$ cat src/rtl/rps_match_scorer_pkg.sv
// Shared rock-paper-scissors definitions: move encodings, scorer FSM states,
// counter width and a round well-formedness helper.
package rps_match_scorer_pkg;

    localparam int CNT_W = 3;

    typedef logic [CNT_W-1:0] cnt_t;

    typedef enum logic [1:0] {
        MOVE_NONE     = 2'd0,
        MOVE_ROCK     = 2'd1,
        MOVE_PAPER    = 2'd2,
        MOVE_SCISSORS = 2'd3
    } move_t;

    typedef enum logic [1:0] {
        ST_IDLE = 2'd0,
        ST_PLAY = 2'd1,
        ST_DONE = 2'd2
    } state_t;

    // A judge result is usable only when exactly one outcome line is high.
    function automatic logic rps_one_hot3(input logic a, input logic b, input logic c);
        return (a ^ b ^ c) & ~(a & b & c);
    endfunction

endpackage

$ cat src/rtl/rps_sat_counter.sv
// 3-bit saturating counter with synchronous clear and a flag that fires when
// the current increment lands exactly on LIMIT.
module rps_sat_counter
    import rps_match_scorer_pkg::*;
#(
    parameter int LIMIT = 7
) (
    input  logic clk,
    input  logic rst_n,
    input  logic i_clr,
    input  logic i_inc,
    output cnt_t o_count,
    output logic o_tc_hit
);

    localparam cnt_t LIM      = cnt_t'(LIMIT);
    localparam cnt_t LIM_LAST = cnt_t'(LIMIT - 1);

    cnt_t r_count;
    logic w_at_limit;

    assign w_at_limit = (r_count == LIM);
    assign o_count    = r_count;
    assign o_tc_hit   = i_inc && (r_count == LIM_LAST);

    always_ff @(posedge clk or negedge rst_n) begin
        if (!rst_n) begin
            r_count <= '0;
        end else if (i_clr) begin
            r_count <= '0;
        end else if (i_inc && !w_at_limit) begin
            r_count <= r_count + cnt_t'(1);
        end
    end

endmodule

$ cat src/rtl/rps_match_scorer.sv
// Rock-paper-scissors match scorer: tallies judged rounds, declares a winner
// at WIN_TARGET wins or a draw at TIE_LIMIT ties, and flags malformed rounds.
module rps_match_scorer
    import rps_match_scorer_pkg::*;
#(
    parameter int WIN_TARGET = 3,
    parameter int TIE_LIMIT  = 7
) (
    input  logic       clk,
    input  logic       rst_n,
    input  logic       start,
    input  logic       round_valid,
    input  logic       p1wins,
    input  logic       p2wins,
    input  logic       tied,
    output logic [2:0] p1_score,
    output logic [2:0] p2_score,
    output logic [2:0] tie_count,
    output logic       match_active,
    output logic       match_done,
    output logic       p1_match,
    output logic       p2_match,
    output logic       draw_match,
    output logic       round_ack,
    output logic       protocol_err
);

    state_t r_state;
    logic   r_active;
    logic   r_done;
    logic   r_p1_match;
    logic   r_p2_match;
    logic   r_draw_match;
    logic   r_ack;
    logic   r_err;

    logic w_in_play;
    logic w_clr;
    logic w_take;
    logic w_well;
    logic w_good;
    logic w_p1_inc;
    logic w_p2_inc;
    logic w_tie_inc;
    logic w_p1_hit;
    logic w_p2_hit;
    logic w_tie_hit;

    assign w_in_play = (r_state == ST_PLAY);
    // Start only acts outside PLAY, and it wins over any coincident round.
    assign w_clr     = start && !w_in_play;
    assign w_take    = w_in_play && round_valid;
    assign w_well    = rps_one_hot3(p1wins, p2wins, tied);
    assign w_good    = w_take && w_well;
    assign w_p1_inc  = w_good && p1wins;
    assign w_p2_inc  = w_good && p2wins;
    assign w_tie_inc = w_good && tied;

    rps_sat_counter #(.LIMIT(WIN_TARGET)) u_p1_cnt (
        .clk      (clk),
        .rst_n    (rst_n),
        .i_clr    (w_clr),
        .i_inc    (w_p1_inc),
        .o_count  (p1_score),
        .o_tc_hit (w_p1_hit)
    );

    rps_sat_counter #(.LIMIT(WIN_TARGET)) u_p2_cnt (
        .clk      (clk),
        .rst_n    (rst_n),
        .i_clr    (w_clr),
        .i_inc    (w_p2_inc),
        .o_count  (p2_score),
        .o_tc_hit (w_p2_hit)
    );

    rps_sat_counter #(.LIMIT(TIE_LIMIT)) u_tie_cnt (
        .clk      (clk),
        .rst_n    (rst_n),
        .i_clr    (w_clr),
        .i_inc    (w_tie_inc),
        .o_count  (tie_count),
        .o_tc_hit (w_tie_hit)
    );

    always_ff @(posedge clk or negedge rst_n) begin
        if (!rst_n) begin
            r_state      <= ST_IDLE;
            r_active     <= 1'b0;
            r_done       <= 1'b0;
            r_p1_match   <= 1'b0;
            r_p2_match   <= 1'b0;
            r_draw_match <= 1'b0;
            r_ack        <= 1'b0;
            r_err        <= 1'b0;
        end else begin
            r_ack <= 1'b0;
            r_err <= 1'b0;
            case (r_state)
                ST_PLAY: begin
                    if (w_take && !w_well) begin
                        r_err <= 1'b1;
                    end else if (w_good) begin
                        r_ack <= 1'b1;
                        if (w_p1_hit || w_p2_hit || w_tie_hit) begin
                            r_state      <= ST_DONE;
                            r_active     <= 1'b0;
                            r_done       <= 1'b1;
                            r_p1_match   <= w_p1_hit;
                            r_p2_match   <= w_p2_hit;
                            r_draw_match <= w_tie_hit;
                        end
                    end
                end
                default: begin
                    if (start) begin
                        r_state      <= ST_PLAY;
                        r_active     <= 1'b1;
                        r_done       <= 1'b0;
                        r_p1_match   <= 1'b0;
                        r_p2_match   <= 1'b0;
                        r_draw_match <= 1'b0;
                    end
                end
            endcase
        end
    end

    assign match_active = r_active;
    assign match_done   = r_done;
    assign p1_match     = r_p1_match;
    assign p2_match     = r_p2_match;
    assign draw_match   = r_draw_match;
    assign round_ack    = r_ack;
    assign protocol_err = r_err;

endmodule

$ cat config.mk
export PLATFORM = sky130hd
export DESIGN_NAME = rps_match_scorer
export DESIGN_NICKNAME = d
export VERILOG_FILES = /design/src/rtl/rps_match_scorer_pkg.sv /design/src/rtl/rps_sat_counter.sv /design/src/rtl/rps_match_scorer.sv
export SDC_FILE = /design/constraint.sdc
export NUM_CORES = 1
export LEC_CHECK = 0
export BUFFER_PORTS_ARGS = -buffer_cell sky130_fd_sc_hd__buf_2
export CAP_MARGIN = 20
export CORE_UTILIZATION = 58
export CTS_BUF_LIST = sky130_fd_sc_hd__clkbuf_4 sky130_fd_sc_hd__clkbuf_8
export CTS_CLUSTER_DIAMETER = 40
export CTS_CLUSTER_SIZE = 30
export DETAILED_ROUTE_END_ITERATION = 10
export GPL_TIMING_DRIVEN = 0
export PLACE_DENSITY = 0.86
export SETUP_SLACK_MARGIN = 0.15
export SLEW_MARGIN = 15
export SYNTH_ARGS = -nofsm -noshare
export SYNTH_HDL_FRONTEND = slang
export SYNTH_SLANG_ARGS = --single-unit
$ cat constraint.sdc
create_clock -name clk -period 3.8 [get_ports clk]
set_input_delay 0 -clock clk [delete_from_list [all_inputs] [get_ports clk]]
set_output_delay 0 -clock clk [all_outputs]
set_load 0.02 [all_outputs]
==> impl_metrics.py <==
metrics = {
    "detailed_routing": {
        "drc": 0,
        "drt_pass1_iterations": 4,
        "vias": 690,
        "wl_um": 1730,
        "met1_length_um": 700,
        "vias_per_cell": 5.70,
        "first_iter_violations": 14,
        "top_layer_used": "met4",
        "met2_length_um": 902,
        "wl_per_cell_um": 14.3,
        "postRouteAntennaNets": 0,
        "met3_length_um": 79,
    },
    "logic_synthesis": {
        "synth_area_leaders": "dfrtp_1 (43%), ha_1 (13%), mux2i_1 (7.5%), nand3b_4 (4.3%), nand2_1 (4.0%)",
        "syn_inst": 77,
        "ys_types": 27,
        "avgSynthCellArea_um2": 12.1,
        "synth_seq_cells": 16,
        "synth_warnings": 0,
        "netlist_area_um2": 931,
        "yosysTopAreaCell": "dfrtp_1",
        "synth_top_area_share_pct": 43.0,
        "syn-num-nets": 94,
        "seq_area_frac_synth_pct": 43.0,
    },
    "floorplan": {
        "die_w_um": 42.1,
        "die_h_um": 42.1,
        "ios": 23,
        "die_area_mm2": 0.00177,
        "start_util_pct": 61.8,
        "placementRows": 14,
        "core_mm2": 0.00151,
    },
    "worst_hold_path": {
        "min_to": "protocol_err$_DFF_PN0_",
        "min_path_type": "in2reg",
        "worstHoldPathCells": 3,
        "min-delay-start": "tied",
    },
    "clock_network": {
        "cts_tree": "built",
        "cts_inserted_buffers": 3,
        "cts_buffer_depth": 2,
        "cts_resized": 0,
        "cts_setup_buffers": 0,
        "hold_buffers": 3,
        "clock_latency_ps": 280,
        "clockRootBuffer": "clkbuf_4",
        "clk_pin_slew_ps": 90,
        "cts_sinks": 16,
        "htree_levels": 1,
    },
    "global_routing": {
        "grt-ovfl-total": 0,
        "antenna_found_initial": 0,
        "grt_pass1_vias": 677,
        "grt_max_degree": 17,
        "grt_first_pass_wirelength_um": 2940,
        "grt_usage_pct": 23.2,
    },
    "worst_setup_path": {
        "rr_endpoint": "r_state[1]$_DFFE_PN0P_",
        "r2r_cells": 6,
        "cp-start-kind": "register",
        "setup.worst_path.start": "u_p1_cnt.o_count[0]$_DFFE_PN0P_",
        "r2r_slack_ps": 2160,
        "critPathKind": "reg2reg",
        "worstPathArrival_ps": 1830,
        "reg2reg_from": "u_p1_cnt.o_count[0]$_DFFE_PN0P_",
        "worstPathRequired_ps": 3990,
        "end_kind": "register",
        "path_max_fanout": 5,
    },
    "pwr": {
        "combPwrFrac_pct": 47.9,
        "internal-power_w": 0.000396,
        "power_frac_seq_pct": 39.3,
        "p_leak_nw": 0.664,
        "switching_power_w": 0.000299,
        "p_sw_share_pct": 43.0,
        "clock_power_share_pct": 12.8,
        "power_density_mw_per_mm2": 624,
        "vdd.ir_drop.worst_mv": 0.384,
    },
    "final_layout": {
        "diodes": 0,
        "drive_above_1_share_pct": 34.3,
        "area_growth_pct": 19.6,
        "fin_area_mm2": 0.00111,
        "layout.nets": 124,
    },
    "timing": {
        "setup_viol_count_final": 0,
        "maxSlewHeadroom_pct": 76.0,
        "max_freq_mhz": 609,
        "fin_setup_tns_ps": 0,
        "final-hold-violation-count": 0,
        "period_share_pct": 43.2,
        "drv_slew": 0,
        "layout_min_cycle_time_ps": 1640,
        "clock_skew_ps": 2.04,
        "worst_pin_slew_ps": 360,
        "rsz0062_at_grt": "no",
    },
    "placement": {
        "place_area_mm2": 0.00106,
        "io_buffers": 22,
        "gp_congestion": 0.750,
        "dp_hpwl_um": 1320,
    },
    "job": {
        "cap_viol_max_count": 0,
    },
    "run_status": {
        "status": "finished, final reports clean",
    },
}
stage by stage:
stage                     hold WS, ps  instances  power, W  util (%)  setup WS, ps
after floorplan                  -296         77  0.000502         -          2150
after global placement          -73.9        115  0.000590      70.4          2230
after detailed placement        -64.3        115  0.000610      70.4          2170
after CTS                        39.9        121  0.000701      73.9          2160
after global routing             39.4        121  0.000747      73.9          2070
final                            43.0        121  0.000695      73.9          2160
area by class of cell:
type                       count  area, um2
buffer                         1       11.3
clock buffer                   3       22.5
inverter                       5       18.8
tap                           16       20.0
sequential                    16        400
timing repair buffer          25        140
fill                         114        393
multi-input combinational     55        500
placed cells by master (no fill, tap or decap), types with 2 or more instances in the layout:
cell type and n:
a22o_1 2, mux2i_1 7, buf_2 22, inv_1 5
o21ai_0 2, nand3b_4 2, dlygate4sd3_1 3, nor3_1 2
nand2_1 10, dfrtp_1 16, clkbuf_4 3, and2_1 2
nor2_1 2, ha_1 10, a21o_1 2
how the worst max path moves through the flow:
stage / endpoint / slack [ps] / cells past startpoint
CTS: r_state[1]$_DFFE_PN0P_ / 2160 / 6
global placement: r_state[1]$_DFFE_PN0P_ / 2230 / 6
global route: r_state[1]$_DFFE_PN0P_ / 2070 / 6
floorplan: r_state[1]$_DFFE_PN0P_ / 2150 / 6
detailed placement: r_state[1]$_DFFE_PN0P_ / 2170 / 6
finish: r_state[1]$_DFFE_PN0P_ / 2160 / 6
cells in the mapped netlist:
cell	number
nor3b_4	1
a22o_2	1
and3b_2	1
nand3b_1	1
o22ai_2	1
o21a_1	1
nor2b_4	1
dfrtp_1	16
nor3b_2	1
nand2b_1	1
o21ba_2	1
nor4bb_4	1
ha_1	10
a22o_1	2
and2_1	2
inv_1	5
mux2i_1	7
nand3b_4	2
nor2_1	2
o21ai_0	2
buf_6	1
a21o_1	2
a211o_1	1
nor2b_1	1
and3_1	1
nand2_1	10
nor3_1	2
routing by layer:
layer	track usage, %	vias to the layer above
met3	3.88	5
li1	-	328
met4	15.0	0
met2	39.1	22
met5	0	-
met1	27.0	335
state kept, by name, summed over array words and instances (netlist names):
register	cells
p1_match	1
draw_match	1
protocol_err	1
p2_match	1
u_p1_cnt.o_count	3
round_ack	1
r_state	2
u_p2_cnt.o_count	3
u_tie_cnt.o_count	3
kinds of logic after synthesis:
logic type / synth area share (%)
and+or+nand+nor: 23.0
DFF: 43.0
AOI/OAI and AO/OA: 9.81
adders and majority gates: 13.4
muxes: 7.53
buffers and inverters: 3.23
critical path, cell delays in order, from the launching register on:
cell and delay, ps:
dfrtp_1 420, inv_1 60, ha_1 200, and3b_2 220
a211o_1 310, o21a_1 190, a21o_1 150
power by group through the flow:
stage	registers (W)	logic (W)	clock network, W
after floorplan	0.000341	0.000160	0
after global placement	0.000273	0.000317	0
after detailed placement	0.000277	0.000333	0
after CTS	0.000274	0.000336	0.0000914
after global routing	0.000283	0.000365	0.0000996
final	0.000274	0.000333	0.0000890
Power figures use the tool's default switching activity.
